--- src/rtl/ex_mem_stage.sv ---
// ex_mem_stage: EX->MEM pipeline boundary.
//   Picks the shifter result (in_op[3:2]==2'b10, ops 8..11) or the ALU result,
//   registers it with rd/we behind a valid/ready handshake with a 2-entry
//   skid buffer (main register + skid entry), and owns the architectural
//   condition-code register {S,Z,C,V}.
// Ports:
//   clk, rst_n (sync, active low)
//   in_valid/in_ready, in_op, in_sh_data/in_sh_cond, in_alu_data/in_alu_cond,
//   in_rd, in_we, in_setcc   - EX side
//   flush                    - squash held and incoming entries
//   out_valid/out_ready, out_data, out_rd, out_we - MEM side
//   cc                       - condition codes {S,Z,C,V}
// Build option: define CC_BYPASS_EN to make cc show incoming flags in the
//   accepting cycle (combinational bypass); otherwise cc is the register.
module ex_mem_stage #(
  parameter int unsigned DW = 16,
  parameter int unsigned RW = 3
) (
  input  logic          clk,
  input  logic          rst_n,
  input  logic          in_valid,
  output logic          in_ready,
  input  logic [3:0]    in_op,
  input  logic [DW-1:0] in_sh_data,
  input  logic [3:0]    in_sh_cond,
  input  logic [DW-1:0] in_alu_data,
  input  logic [3:0]    in_alu_cond,
  input  logic [RW-1:0] in_rd,
  input  logic          in_we,
  input  logic          in_setcc,
  input  logic          flush,
  output logic          out_valid,
  input  logic          out_ready,
  output logic [DW-1:0] out_data,
  output logic [RW-1:0] out_rd,
  output logic          out_we,
  output logic [3:0]    cc
);

  // Occupancy: EMPTY (nothing held), MAIN (main only), FULL (main + skid).
  typedef enum logic [1:0] {OCC_EMPTY, OCC_MAIN, OCC_FULL} occ_e;

  occ_e          state_q, state_d;
  logic [DW-1:0] main_data_q, main_data_d, skid_data_q, skid_data_d;
  logic [RW-1:0] main_rd_q, main_rd_d, skid_rd_q, skid_rd_d;
  logic          main_we_q, main_we_d, skid_we_q, skid_we_d;
  logic [3:0]    cc_q, cc_d;

  logic          sel_sh, accept, xfer;
  logic [DW-1:0] sel_data;
  logic [3:0]    sel_cond;
  logic [1:0]    op_unused;

  assign op_unused = in_op[1:0];
  assign sel_sh    = (in_op[3:2] == 2'b10);
  assign sel_data  = sel_sh ? in_sh_data : in_alu_data;
  assign sel_cond  = sel_sh ? in_sh_cond : in_alu_cond;

  // in_ready is a decode of the state register, so it never depends on out_ready.
  assign in_ready  = (state_q != OCC_FULL);
  assign out_valid = (state_q != OCC_EMPTY);
  assign accept    = in_valid & in_ready;
  assign xfer      = out_valid & out_ready;

  assign out_data  = main_data_q;
  assign out_rd    = main_rd_q;
  assign out_we    = main_we_q & out_valid;

  always_comb begin
    state_d     = state_q;
    main_data_d = main_data_q;
    main_rd_d   = main_rd_q;
    main_we_d   = main_we_q;
    skid_data_d = skid_data_q;
    skid_rd_d   = skid_rd_q;
    skid_we_d   = skid_we_q;
    cc_d        = cc_q;
    if (flush) begin
      state_d = OCC_EMPTY;
    end else begin
      if (accept && in_setcc) cc_d = sel_cond;
      unique case (state_q)
        OCC_EMPTY: begin
          if (accept) begin
            main_data_d = sel_data;
            main_rd_d   = in_rd;
            main_we_d   = in_we;
            state_d     = OCC_MAIN;
          end
        end
        OCC_MAIN: begin
          if (xfer) begin
            // Draining and refilling in the same cycle keeps full throughput.
            if (accept) begin
              main_data_d = sel_data;
              main_rd_d   = in_rd;
              main_we_d   = in_we;
            end else begin
              state_d = OCC_EMPTY;
            end
          end else if (accept) begin
            skid_data_d = sel_data;
            skid_rd_d   = in_rd;
            skid_we_d   = in_we;
            state_d     = OCC_FULL;
          end
        end
        OCC_FULL: begin
          // in_ready is low here, so no accept can race the skid entry.
          if (xfer) begin
            main_data_d = skid_data_q;
            main_rd_d   = skid_rd_q;
            main_we_d   = skid_we_q;
            state_d     = OCC_MAIN;
          end
        end
        default: state_d = OCC_EMPTY;
      endcase
    end
  end

  always_ff @(posedge clk) begin
    if (!rst_n) begin
      state_q     <= OCC_EMPTY;
      main_data_q <= '0;
      main_rd_q   <= '0;
      main_we_q   <= 1'b0;
      skid_data_q <= '0;
      skid_rd_q   <= '0;
      skid_we_q   <= 1'b0;
      cc_q        <= '0;
    end else begin
      state_q     <= state_d;
      main_data_q <= main_data_d;
      main_rd_q   <= main_rd_d;
      main_we_q   <= main_we_d;
      skid_data_q <= skid_data_d;
      skid_rd_q   <= skid_rd_d;
      skid_we_q   <= skid_we_d;
      cc_q        <= cc_d;
    end
  end

`ifdef CC_BYPASS_EN
  assign cc = (rst_n && accept && in_setcc && !flush) ? sel_cond : cc_q;
`else
  assign cc = cc_q;
`endif

endmodule

--- config.mk ---
export PLATFORM = sky130hd
export DESIGN_NAME = ex_mem_stage
export DESIGN_NICKNAME = d
export VERILOG_FILES = /design/src/rtl/ex_mem_stage.sv
export SDC_FILE = /design/constraint.sdc
export NUM_CORES = 1
export LEC_CHECK = 0
export CAP_MARGIN = 20
export CORE_MARGIN = 10
export CORE_UTILIZATION = 35
export DETAILED_ROUTE_END_ITERATION = 8
export PLACE_DENSITY = 0.68
export SLEW_MARGIN = 20
export SYNTH_ARGS = -nofsm -noshare
export SYNTH_HDL_FRONTEND = slang
export SYNTH_SLANG_ARGS = --single-unit
--- constraint.sdc ---
create_clock -name clk -period 1.63 [get_ports clk]
set_input_delay 0.489 -clock clk [delete_from_list [all_inputs] [get_ports clk]]
set_output_delay 0.489 -clock clk [all_outputs]
set_load 0.02 [all_outputs]
==> impl_metrics.yaml <==
run_status:
  outcome: "finished, violations left"
  violations: "setup timing"
pwr:
  p_per_area_nw_per_um2: 779
  peakVddDrop_mv: 0.585
  power_leakage_nw: 1.59
timing:
  fin_skew_ns: 0.00978
  rsz0062_at_grt: "true"
  max_slew_margin: 0.842
  period_share: 1.01
  period_needed_ns: 1.64
  drv_slew: 0
  setup_viol_count_final: 1
  hold_violations: 0
  holdWs_ns: 0.465
  max_freq_ghz: 0.610
  layout_setup_ws_ns: -0.00998
  worst_slew_pin_slew_ns: 0.231
floorplan:
  die_height_um: 98.6
  core_um2: 5960
  pin_count: 80
  num_rows: 28
  initial_core_util: 0.363
  dieArea_um2: 9720
  die_w_um: 98.6
setup_path:
  slowest_stage: "dfxtp_2"
  cp_max_fo: 2
  arrival_ns: 1.15
  end_kind: "output pin"
  max_stage_delay_ns: 0.33
  crit_required_ns: 1.14
  path_cells: "or2_4 > and2_4 > buf_6"
  crit_family: "simple AND/OR/NAND/NOR gates"
  critPathLaunchType: "flip-flop"
  criticalPathCategory: "flip-flop to output pin"
  cp.buffers_inverters: 1
global_routing:
  grtUsageTotal: 0.131
  grt_pass1_vias: 2181
  antenna_found_initial: 0
  grt_max_degree: 23
  grt-ovfl-total: 0
  grt_pass1_wl_mm: 10.6
clocking:
  clkTransAtPathRegs_ns: 0.09
  root_buffer: "clkbuf_8"
  htreeDepth: 2
  cts_tree: "done"
  insertion_delay_ns: 0.30
  cts_buffer_depth: 2
  cts_sinks: 46
  holdBufCountCts: 0
  numCtsBuffers: 5
synthesis:
  netlist_instances: 231
  ys_warn_count: 0
  synth_area_um2: 2160
  synth.top_cell.area_share: 0.426
  synth.avg_cell_area_um2: 9.36
  synthArstFlopShare: 0
  synth-main-ff-cell: "dfxtp_1"
  ys_ff_latch: 46
  synth_top_area_cell: "dfxtp_1"
  synth_edf_count: 0
  synth_commonest_cells: "nor2_1 (57), dfxtp_1 (46), mux2i_1 (28), nand2_1 (18), a32o_1 (16)"
  yosys-top-cells-area: "dfxtp_1 (43%), mux2i_1 (13%), nor2_1 (9.9%), a211oi_2 (8.1%), a32o_1 (7.4%)"
  ys_seq_area_frac: 0.426
  ys_types: 26
  yosysMostFrequentCell: "nor2_1"
  synth_nets: 285
finish:
  fillers: 519
  multi_input_area_um2: 1170
  fin_area_um2: 3590
  nNetsFinal: 402
  regArea_um2: 923
  syn_to_final_growth_pct: 66.1
  n_antenna_cell: 0
  layout-drive-gt1-share: 0.249
routing:
  drt_iter0_drc: 85
  ant_nets: 0
  drt-wirelength-per-cell_um: 15.3
  firstDrtPassIters: 4
  vias_per_cell: 4.90
  via_count: 2077
  routed_wl_mm: 6.48
  route.detailed.drc: 0
placement:
  post-dp-hpwl_mm: 4.42
  post_dp_cell_area_um2: 3250
  pre_cts_slack_ns: -0.508
  gp_congestion: 0.831
  portBuffers: 77
hold_path:
  hp-class: "flip-flop to flip-flop"
run:
  cap_violations: 0
worst register-to-register path, cell delays in order, from the launching register on:
cell and delay [ns]:
dfxtp_2 0.35, buf_4 0.14, nand2b_4 0.07, a22o_1 0.30
buf_4 0.16, buf_4 0.17, a32o_1 0.23
what timing repair did:
action | in CTS | in global routing
resized for setup | 62 | 8
endpoints found under the setup margin | 67 | 16
cloned | 4 | 0
setup buffers | 7 | 1
pin swaps | 3 | 2
per-stage QoR:
stage / power, mW / std cells / setup TNS [ns] / util
after floorplan: 1.45 / 231 / 0 / -
after global placement: 1.76 / 404 / -18.39 / 0.545
after detailed placement: 1.77 / 404 / -20.03 / 0.545
after CTS: 2.81 / 423 / -0.0908 / 0.599
after global routing: 2.91 / 424 / -0.0468 / 0.603
final: 2.80 / 424 / -0.00998 / 0.603
cells in the final DEF, fill, tap and decap left out, types with 2 or more instances in the layout:
cell	Yosys	final
buf_6	3	8
nand2_1	18	18
nor2b_1	3	2
clkdlybuf4s50_1	0	46
nand2b_4	0	2
a32o_1	16	16
dfxtp_2	0	2
nor2_1	57	57
a21oi_1	5	5
dlygate4sd2_1	0	28
mux2i_1	28	27
a211oi_2	14	14
a211oi_1	7	7
dfxtp_1	46	44
bufinv_16	0	2
buf_4	2	38
clkbuf_8	0	6
a311oi_1	4	4
buf_12	0	4
inv_1	3	3
kinds of logic after synthesis:
family,Yosys count,synth area share
flip-flops,46,0.426
multiplexers,28,0.130
AO/OA/AOI/OAI,50,0.225
AND/OR/NAND/NOR,85,0.162
buffers and inverters,22,0.0573
final cells by class:
type / instances / share of cell area
timing repair buffer: 129 / 0.348
multi-input combinational: 163 / 0.326
sequential: 46 / 0.257
tap: 75 / 0.0261
clock buffer: 6 / 0.0230
clock inverter: 2 / 0.0167
inverter: 3 / 0.00313
state kept, by name (all words and copies together) (netlist names):
| name | cells |
|---|---|
| state_q | 2 |
| out_data | 16 |
| skid_we_q | 1 |
| out_rd | 3 |
| skid_rd_q | 3 |
| cc | 4 |
| skid_data_q | 16 |
| main_we_q | 1 |
path summary, 6_finish.rpt:
check	from	to	slack (ns)	cells after the start
max	state_q[1]$_SDFFE_PP0P_	out_we	-0.01	3
min	out_data[4]$_SDFFE_PN0P_	out_data[4]$_SDFFE_PN0P_	0.46	1
max reg2reg	state_q[0]$_SDFFE_PP0P_	out_data[11]$_SDFFE_PN0P_	0.10	6
min reg2reg	out_data[4]$_SDFFE_PN0P_	out_data[4]$_SDFFE_PN0P_	0.46	1
per-layer routing:
layer,track usage,vias to the layer above,part of all wire
met4,0.0375,0,0.013
met5,0,-,0
met2,0.233,60,0.49
met3,0.0349,9,0.048
met1,0.150,946,0.45
li1,-,1062,-
where the power goes:
group | switching [mW] | internal (mW) | total, mW | leakage [nW]
logic | 0.248 | 0.322 | 0.570 | 1.15
registers | 0.0216 | 1.17 | 1.19 | 0.375
clock network | 0.385 | 0.654 | 1.04 | 0.0714
Note: power is estimated with default switching activity, not from simulation.
==> patch 1: new RTL, same flow settings <==
Build with the macro `CC_BYPASS_EN` defined.
--- a/src/rtl/ex_mem_stage.sv
+++ b/src/rtl/ex_mem_stage.sv
@@ -14,2 +14,4 @@
 //   accepting cycle (combinational bypass); otherwise cc is the register.
+`define CC_BYPASS_EN
+
 module ex_mem_stage #(
Formal check against the unedited RTL: not equivalent (Yosys sat finds a counterexample within 4 cycles, from zero or initial values and one cycle with rst_n low).
==> patch 1 against the original RTL <==
  * The run still ends with negative setup slack left
  * Worst setup slack got worse by 350 ps
  * Hold slack got worse by 8.8 ps
  * Area after synthesis increased by 2.1%
  * Register-to-register slack got worse by 110 ps
  * Combinational power decreased by 7.2%
  * Sequential share of layout area increased by 0.52 points
  * Power decreased by 14%
  * Wire length increased by 0.56%
  * Sequential cell count unchanged
  * Design area decreased by 1.7%
  * Critical endpoint is now cc[2]
==> patch 1: results (changes against the original RTL) <==
| Metric | Value |
|---|---|
| Post-synthesis sequential area ratio | `41.7% (was 42.6%)` |
| Crit-path leading delay family | `buffers and inverters (was simple AND/OR/NAND/NOR gates)` |
| Critical Path Max Stage Delay | `250 ps (was 330 ps)` |
| Met3 wire len | `438 um (was 313 um)` |
| Post-synthesis compound-gate area fraction | `17.8% (was 22.5%)` |
| Logic pwr share | `22.0% (was 20.4%)` |
| Fillers | `562 (was 519)` |
| Clock share of power | `28.5% (was 37.1%)` |
| Worst R2R End | `cc_q[1] (was out_data[11])` |
| Nets | `393 (was 402)` |
| Max VDD drop | `0.000559 V (was 0.000585 V)` |
| GPL Wtd Cong | `0.735 (was 0.831)` |
| Fin Clk Skew | `7.37 ps (was 9.78 ps)` |
| Status | `finished, violations left (unchanged)` |
| Logic power comb | `0.529 mW (was 0.570 mW)` |
| Postcts setup bufs | `38 (was 7)` |
| Distinct cells, synth | `27 (was 26)` |
| Pin count of the biggest net entering global routing | `47 (was 23)` |
| Hold Path Origin | `out_data[0] (was out_data[4])` |
| Final setup violation count | `8 (was 1)` |
| R2R depth | `10 (was 6)` |
| Violated checks | `negative setup slack (unchanged)` |
| FF-to-FF setup slack | `-10 ps (was 100 ps)` |
| Final WL | `6.52 mm (was 6.48 mm)` |
| Crit path from | `in_op[2] (was state_q[1])` |
| Net Count, Synth | `289 (was 285)` |
| Fin worst setup slack | `-360 ps (was -9.98 ps)` |
| Hold WS | `456 ps (was 465 ps)` |
patch 1: cell types whose count changed after synthesis, moves of 4 or more:
cell,change
a211oi_1,-7
a211oi_2,-14
a21o_1,+8
a311oi_1,-4
a32o_1,-16
and2_1,+15
nand2_1,+18
nor2_1,-38
nor2b_1,+6
o211a_1,+14
o211ai_1,+4
o32ai_1,+14
patch 1: worst max path at each step:
stage / endpoint / slack [ps] / cells past startpoint
2_1_floorplan: cc[0] / -90 / 5
3_3_place_gp: cc[3] / -1060 / 6
3_5_place_dp: cc[3] / -1080 / 6
4_1_cts: cc[2] / -330 / 7
5_1_grt: cc[2] / -440 / 6
6_report: cc[2] / -360 / 7
patch 1: cells by family after synthesis:
logic type,after synthesis
simple gates,92
mux,33
flops,46
buf+inv,17
compound gates,47
patch 1: area by class of cell:
type	instances	area [um2]	share of cell area, %
multi-input cells	172	1290	36.6
repair buffers	114	1140	32.2
flip-flops and latches	46	926	26.2
well taps	75	93.8	2.66
clock buffers	6	82.6	2.34
==> patch 2: new RTL, config.mk and constraints unchanged <==
Made on the original files. The 3 values of `occ_e` get a one-hot encoding in 3 bits.
--- a/src/rtl/ex_mem_stage.sv
+++ b/src/rtl/ex_mem_stage.sv
@@ -40,3 +40,3 @@
   // Occupancy: EMPTY (nothing held), MAIN (main only), FULL (main + skid).
-  typedef enum logic [1:0] {OCC_EMPTY, OCC_MAIN, OCC_FULL} occ_e;
+  typedef enum logic [2:0] {OCC_EMPTY = 3'b001, OCC_MAIN = 3'b010, OCC_FULL = 3'b100} occ_e;
 
Formal check against the unedited RTL: no difference found for any inputs over 4 cycles, from zero or initial values and one cycle with rst_n low; so few cycles prove little.
==> patch 2 against the original RTL <==
  * The run still ends with negative setup slack left
  * Sequential cell count rose by 1
  * Wire length grew 17%
  * Largest power group unchanged
  * Area after synthesis is 7.5% higher
  * Design area up 13%
  * Largest cell class is now multi-input gates
  * Worst setup slack got worse by 160 ps
  * Power down 1.3%
  * Fmax is 9.0% lower
  * Register-to-register slack worse by 270 ps
  * Hold slack better by 11 ps
==> patch 2: results (changes against the original RTL) <==
| Metric | Value |
|---|---|
| Status | `finished, violations left (unchanged)` |
| Violated checks | `negative setup slack (unchanged)` |
| Crit path max fanout | `8 (was 2)` |
| Pre-CTS setup slack | `-651 ps (was -508 ps)` |
| Final setup violation count | `23 (was 1)` |
| Dpl hpwl | `5.03 mm (was 4.42 mm)` |
| WL/cell | `17.1 um (was 15.3 um)` |
| Crit path from | `state_q[0] (was state_q[1])` |
| Via-per-instance ratio | `5.30 (was 4.90)` |
| Distinct cells, synth | `33 (was 26)` |
| Ranking of synthesized cells by area | `dfxtp_1, mux2i_1, a211oi_1 (was dfxtp_1, mux2i_1, nor2_1)` |
| Vias in the first global route | `2368 (was 2181)` |
| First-pass GRT wire length | `11.9 mm (was 10.6 mm)` |
| Post-synth top cells | `dfxtp_1, mux2i_1, nor2_1 (was nor2_1, dfxtp_1, mux2i_1)` |
| Max VDD drop | `0.000489 V (was 0.000585 V)` |
| Crit path to | `out_data[8] (was out_we)` |
| Fin worst setup slack | `-172 ps (was -9.98 ps)` |
| DRT iter0 DRCs | `90 (was 85)` |
| Mapped Cells | `247 (was 231)` |
| Critical path arrival | `2050 ps (was 1150 ps)` |
| Net Count, Synth | `301 (was 285)` |
| Slowest CP cell | `or4bb_4 (was dfxtp_2)` |
| Hold path depth | `2 (was 1)` |
| Share of cells above drive strength 1 | `32.6% (was 24.9%)` |
| Critical Path Max Stage Delay | `590 ps (was 330 ps)` |
| Fin Clk Skew | `5.20 ps (was 9.78 ps)` |
| GPL Wtd Cong | `0.734 (was 0.831)` |
| Worst R2R End | `out_data[8] (was out_data[11])` |
-- patch 2: changes by cell type in the layout (fill, tap and decap cells not counted), sizes merged, moves of 4 or more --
cell / delta
nor2: -31
o211ai: +17
a32o: -16
nand2: -14
o21ai: +14
a2111oi: +13
nand2b: +12
buf: +6
a211oi: -4
-- patch 2: layout make-up --
type,instances,area (um2)
inverters,3,11.3
well taps,77,96.3
flip-flops and latches,47,947
repair buffers,133,1280
fillers,534,2330
clock inverters,2,35.0
multi-input cells,174,1610
clock buffers,6,82.6
-- patch 2: cell families after synthesis --
group | Yosys count | synth area share, %
AO/OA/AOI/OAI | 79 | 25.5
buffers and inverters | 28 | 5.87
flip-flops | 47 | 40.5
multiplexers | 32 | 13.9
AND/OR/NAND/NOR | 61 | 14.2
-- patch 2: timing repair --
item	CTS	global route
pin swaps	15	10
setup endpoints to repair	71	44
buffers inserted	8	1
hold buffers	0	0
resized for setup	79	31
gates cloned	2	0
-- patch 2: how the worst min path moves through the flow --
stage / slack, ps / from / to
finish: 480 / out_data[1] / out_data[1]
global route: 510 / out_data[14] / out_data[14]
CTS: 480 / out_data[1] / out_data[1]
detailed placement: 460 / out_data[1] / out_data[1]
global placement: 460 / out_data[1] / out_data[1]
floorplan: 460 / skid_rd_q[0] / skid_rd_q[0]
-- patch 2: per-layer routing --
| layer | routed length, um | GRT usage, % |
|---|---|---|
| met1 | 3270 | 17.1 |
| met4 | 58 | 3.64 |
| met2 | 3640 | 23.7 |
| met5 | 0 | 0 |
| met3 | 600 | 5.17 |
-- patch 2: per-stage QoR --
stage	total power, mW	TNS [ps]
final	2.76	-2240
after global routing	2.88	-3460
after CTS	2.75	-2440
after detailed placement	1.81	-26060
after global placement	1.80	-24090
after floorplan	1.48	-934
-- patch 2: tightest hold or removal path: stages (launching register included) --
cell,delay [ps]
dfxtp_1,320
o211ai_1,70
nand2_1,50
-- patch 2: report_power, final --
group	leakage, nW	internal [mW]	switching, mW
Clock	0.0612	0.497	0.401
Combinational	1.15	0.355	0.307
Sequential	0.383	1.18	0.0204
Total	1.60	2.04	0.728
